<file path="src/rtl/wma_alarm_monitor.sv">
`default_nettype none
// ============================================================================
// wma_alarm_monitor : registers the WMA calculator's inputs, commits results,
// and raises debounced high/low band alarms.  Rev 1.0
// ============================================================================
module wma_alarm_monitor #(
  parameter int unsigned DEBOUNCE    = 3,
  parameter int unsigned CLEAR_COUNT = 2
) (
  input  logic       clk,
  input  logic       rst,
  input  logic       sample_valid,
  input  logic [7:0] sample,
  output logic       sample_ready,
  input  logic [1:0] cfg_sel,
  output logic [7:0] calc_x,
  output logic [7:0] calc_wma0,
  output logic [1:0] calc_sel,
  input  logic [7:0] calc_wma1,
  input  logic [7:0] calc_t1,
  input  logic [7:0] calc_t2,
  output logic [7:0] wma_out,
  output logic [7:0] t1_out,
  output logic [7:0] t2_out,
  output logic       wma_valid,
  output logic       high_alarm,
  output logic       low_alarm,
  output logic       alarm_event
);

  localparam logic [3:0] C_DEBOUNCE = 4'(DEBOUNCE);
  localparam logic [3:0] C_CLEAR    = 4'(CLEAR_COUNT);

  typedef enum logic [1:0] {
    S_EMPTY = 2'd0,
    S_READY = 2'd1,
    S_EVAL  = 2'd2
  } state_t;

  state_t     state_q, state_d;
  logic [7:0] calc_x_q, calc_x_d, calc_wma0_q, calc_wma0_d;
  logic [1:0] calc_sel_q, calc_sel_d;
  logic [7:0] wma_out_q, wma_out_d, t1_out_q, t1_out_d, t2_out_q, t2_out_d;
  logic       wma_valid_q, wma_valid_d;
  logic       high_alarm_q, high_alarm_d, low_alarm_q, low_alarm_d;
  logic       alarm_event_q, alarm_event_d;
  logic [3:0] hi_cnt_q, hi_cnt_d, lo_cnt_q, lo_cnt_d, ok_cnt_q, ok_cnt_d;
  logic       accept;

  function automatic logic [3:0] sat_inc(input logic [3:0] c);
    return (c == 4'hF) ? c : c + 4'd1;
  endfunction

  assign sample_ready = !rst && (state_q != S_EVAL);
  assign accept       = sample_valid && sample_ready;

  always_comb begin
    state_d       = state_q;
    calc_x_d      = calc_x_q;
    calc_wma0_d   = calc_wma0_q;
    calc_sel_d    = calc_sel_q;
    wma_out_d     = wma_out_q;
    t1_out_d      = t1_out_q;
    t2_out_d      = t2_out_q;
    wma_valid_d   = wma_valid_q;
    high_alarm_d  = high_alarm_q;
    low_alarm_d   = low_alarm_q;
    alarm_event_d = 1'b0;
    hi_cnt_d      = hi_cnt_q;
    lo_cnt_d      = lo_cnt_q;
    ok_cnt_d      = ok_cnt_q;
    case (state_q)
      S_EMPTY: begin
        if (accept) begin
          calc_wma0_d = sample;
          wma_out_d   = sample;
          t1_out_d    = sample;
          t2_out_d    = sample;
          calc_sel_d  = cfg_sel;
          wma_valid_d = 1'b1;
          state_d     = S_READY;
        end
      end
      S_READY: begin
        if (accept) begin
          calc_x_d   = sample;
          calc_sel_d = cfg_sel;
          state_d    = S_EVAL;
        end
      end
      S_EVAL: begin
        wma_out_d   = calc_wma1;
        calc_wma0_d = calc_wma1;
        t1_out_d    = calc_t1;
        t2_out_d    = calc_t2;
        if (calc_x > calc_t2) begin
          hi_cnt_d = sat_inc(hi_cnt_q);
          lo_cnt_d = 4'd0;
          ok_cnt_d = 4'd0;
        end else if (calc_x < calc_t1) begin
          lo_cnt_d = sat_inc(lo_cnt_q);
          hi_cnt_d = 4'd0;
          ok_cnt_d = 4'd0;
        end else begin
          hi_cnt_d = 4'd0;
          lo_cnt_d = 4'd0;
          ok_cnt_d = sat_inc(ok_cnt_q);
        end
        // Only one counter can be nonzero, so at most one branch fires.
        if (hi_cnt_d == C_DEBOUNCE && !high_alarm_q) begin
          high_alarm_d  = 1'b1;
          low_alarm_d   = 1'b0;
          alarm_event_d = 1'b1;
        end
        if (lo_cnt_d == C_DEBOUNCE && !low_alarm_q) begin
          low_alarm_d   = 1'b1;
          high_alarm_d  = 1'b0;
          alarm_event_d = 1'b1;
        end
        if (ok_cnt_d == C_CLEAR) begin
          high_alarm_d = 1'b0;
          low_alarm_d  = 1'b0;
        end
        state_d = S_READY;
      end
      default: state_d = S_EMPTY;
    endcase
  end

  always_ff @(posedge clk) begin
    if (rst) begin
      state_q       <= S_EMPTY;
      calc_x_q      <= 8'd0;
      calc_wma0_q   <= 8'd0;
      calc_sel_q    <= 2'd0;
      wma_out_q     <= 8'd0;
      t1_out_q      <= 8'd0;
      t2_out_q      <= 8'd0;
      wma_valid_q   <= 1'b0;
      high_alarm_q  <= 1'b0;
      low_alarm_q   <= 1'b0;
      alarm_event_q <= 1'b0;
      hi_cnt_q      <= 4'd0;
      lo_cnt_q      <= 4'd0;
      ok_cnt_q      <= 4'd0;
    end else begin
      state_q       <= state_d;
      calc_x_q      <= calc_x_d;
      calc_wma0_q   <= calc_wma0_d;
      calc_sel_q    <= calc_sel_d;
      wma_out_q     <= wma_out_d;
      t1_out_q      <= t1_out_d;
      t2_out_q      <= t2_out_d;
      wma_valid_q   <= wma_valid_d;
      high_alarm_q  <= high_alarm_d;
      low_alarm_q   <= low_alarm_d;
      alarm_event_q <= alarm_event_d;
      hi_cnt_q      <= hi_cnt_d;
      lo_cnt_q      <= lo_cnt_d;
      ok_cnt_q      <= ok_cnt_d;
    end
  end

  assign calc_x      = calc_x_q;
  assign calc_wma0   = calc_wma0_q;
  assign calc_sel    = calc_sel_q;
  assign wma_out     = wma_out_q;
  assign t1_out      = t1_out_q;
  assign t2_out      = t2_out_q;
  assign wma_valid   = wma_valid_q;
  assign high_alarm  = high_alarm_q;
  assign low_alarm   = low_alarm_q;
  assign alarm_event = alarm_event_q;

endmodule
`default_nettype wire

</file>
<file path="config.mk">
export PLATFORM = sky130hd
export DESIGN_NAME = wma_alarm_monitor
export DESIGN_NICKNAME = d
export VERILOG_FILES = /design/src/rtl/wma_alarm_monitor.sv
export SDC_FILE = /design/constraint.sdc
export NUM_CORES = 1
export LEC_CHECK = 0
export ABC_AREA = 1
export CAP_MARGIN = 30
export CORE_ASPECT_RATIO = 0.8
export CORE_MARGIN = 2
export CORE_UTILIZATION = 35
export CTS_BUF_LIST = sky130_fd_sc_hd__clkbuf_8
export DETAILED_ROUTE_END_ITERATION = 10
export MAX_ROUTING_LAYER = met4
export SLEW_MARGIN = 20
export SYNTH_ARGS = -nofsm -noshare
export SYNTH_HDL_FRONTEND = slang
export SYNTH_SLANG_ARGS = --single-unit
</file>
<file path="constraint.sdc">
create_clock -name clk -period 3.95 [get_ports clk]
set_clock_uncertainty 0.2 [all_clocks]
set_input_delay 0.5925 -clock clk [delete_from_list [all_inputs] [get_ports clk]]
set_output_delay 0.5925 -clock clk [all_outputs]
set_load 0.05 [all_outputs]
</file>
==> reports/qor.txt <==
First-pass GRT wire length - 12100 um
DIE AREA - 0.00843 sq mm
Netlist Area Pre-Place - 0.00270 sq mm
Area after DPL - 0.00354 sq mm
Sequential fraction of the synthesis area - 38.6%
Async S/R FF share, synth - 0%
Detailed-placement wirelength estimate - 5790 um
Post-CTS Resized - 0
Pre-CTS setup slack - 991 ps
Worst Path Required - 3160 ps
Pwr Density - 341 mW/mm^2
Port Buf Inserts - 83
Initial antenna violation count - 0
H-tree depth - 2
Post-layout instance area - 0.00363 sq mm
Rel. slew slack - 43.6%
Initial core utilization - 36.3%
Nets@finish - 491
Reg area - 0.00104 sq mm
P_leak - 1.51 nW
Tmin final - 2930 ps
Skew-Pair Late Insertion Delay - 310 ps
Clock sink count - 52
# rows - 28
Seq cells post-synth - 52
Die width - 102 um
GP Congestion - 0.855
N_diodes - 0
Tot Pwr - 1.24 mW
Worst path depth - 3
RSZ-0062 raised after global routing - false
Post-synth top area share - 38.6%
Core region area - 0.00743 sq mm
DR DRC count - 0
Cells after Synth - 365
CTS max path bufs - 2
Slowest cell on the critical path - clkdlybuf4s50_1
Synth Net Count - 420
DIE HEIGHT - 82.5 um
TritonCTS buffer count - 5
Vias in the first global route - 2503
Hold_buf cts - 0
Worst EP arrival - 2140 ps
FILL cells - 772
Max frequency - 0.341 GHz
Clk slew on worst S/H paths - 100 ps
Worst r2r path cells - 9
DR pass1 iterations - 4
Fin worst setup slack - 1020 ps
Vias per Instance - 4.86
Maxcap violations - 0
Post-synth cell types - 35
Final setup fails - 0
Area of the multi-input gates - 0.00136 sq mm
Final worst-path cycle share - 74.3%
Synth Flop Type - dfxtp_1
CP startpoint - rst
Commonest non-fill, non-tap cell in the layout - nand2_1
Worst vdd ir - 0.000155 V
CP cell instances - clkdlybuf4s50_1, nor2_4, clkdlybuf4s50_1
Post-CTS Setup Inserts - 0
Number of synthesized flops with an enable pin - 0
Final hold vios - 0
Area growth syn-to-layout - 34.7%
Largest net degree at the start of global routing - 49
Critical path class - primary input to primary output
HP Class - register to register
Synth Area per Inst - 7.39 sq um
Num ports - 84
Yosys Warn Count - 0
Worst stage delay on the critical path - 840 ps
Total Routing Usage GR - 19.3%
WHS Path Cells - 2
Post-DRT Antenna Nets - 0
Hold_sp - wma_valid
Remaining Overflow, GRT - 0
Synth area leader - dfxtp_1
Critical Path Most Common Cell - clkdlybuf4s50_1
WP buf/inv - 2
Worst-path fanout max - 8
Outcome - completed
Post-DR wirelength/cell - 14.0 um
Vias - 2634
Critical path startpoint category - primary input
Root Buffer - clkbuf_8
Final wirelength - 7600 um
Area contributors post-synth - dfxtp_1 39%, nand2_1 13%, ha_1 8.4%
RR Startpoint - state_q[0]
Layout cells sized above 1 - 4.58%
Most frequent cells in the layout - 93 x nand2_1, 83 x clkdlybuf4s50_1, 52 x dfxtp_1
R2R Setup Slk - 1750 ps
Delay-heaviest family, CP - buffers and inverters
Setup TNS - 0 ps
Fin. max-slew vios - 0
Kind of end point of the critical path - primary output
CTS tree - done
First DRT Iteration DRCs - 131
Worst-Margin Slew - 846 ps
## metal layers
layer  part of all wire (%)  vias up  global-route usage (%)
met4                    2.2        0                    7.33
met1                     50     1184                    26.3
met3                    4.7       14                    2.69
met5                      0        -                       -
li1                       -     1361                       -
met2                     43       75                    29.3
## sequential cells by signal (all words and copies together) (netlist names)
name,flops
wma_valid,1
calc_x,8
high_alarm,1
lo_cnt_q,4
t2_out,8
state_q,2
low_alarm,1
t1_out,8
wma_out,8
hi_cnt_q,4
ok_cnt_q,4
alarm_event,1
calc_sel,2
## synthesized netlist by cell type (2+ instances only)
cell and count:
nor3_1 2, buf_2 2, buf_6 3, nor2_4 2
o32ai_1 2, a31oi_1 26, nor2_1 16, o21ai_1 24
xor2_1 3, ha_1 18, buf_4 10, clkbuf_1 6
nand2_1 93, nand3_1 13, dfxtp_1 52, o21ai_0 15
inv_1 38, inv_2 2, a21oi_1 20, nand4_1 3
## stage by stage
stage / hold WS, ps / util [%] / std cells
finish: 255 / 48.9 / 542
global route: 276 / 48.9 / 542
CTS: 258 / 48.9 / 542
detailed placement: 242 / 47.6 / 534
global placement: 242 / 47.6 / 534
floorplan: 258 / - / 365
## cell families after synthesis
| kind of cell | count (synthesis) | synth area share [%] |
|---|---|---|
| and+or+nand+nor | 135 | 21.2 |
| AOI/OAI and AO/OA | 93 | 19.4 |
| DFF | 52 | 38.6 |
| xor gates and xnor gates | 3 | 0.975 |
| muxes | 1 | 0.371 |
| buffers and inverters | 63 | 11.1 |
| adders and majority gates | 18 | 8.35 |
## cell type report
cell class,count,share of cell area [%]
tap,105,3.62
sequential,52,28.7
multi-input combinational,250,37.3
clock buffer,6,2.27
timing repair buffer,86,23.5
inverter,41,4.24
clock inverter,2,0.379
## worst paths after layout
| path | to |
|---|---|
| min reg2reg | wma_valid |
| max reg2reg | t1_out[1] |
| min | wma_valid |
| max | sample_ready |
## worst min-delay path, cell delays in order (launching register included)
cell and delay (ps):
dfxtp_1 320, inv_1 50, a21oi_1 50
## power breakdown
group | internal, mW | switching [mW] | total, mW
Sequential | 0.553 | 0.0184 | 0.571
Clock | 0.144 | 0.189 | 0.333
Combinational | 0.121 | 0.214 | 0.335
Power figures use the tool's default switching activity.
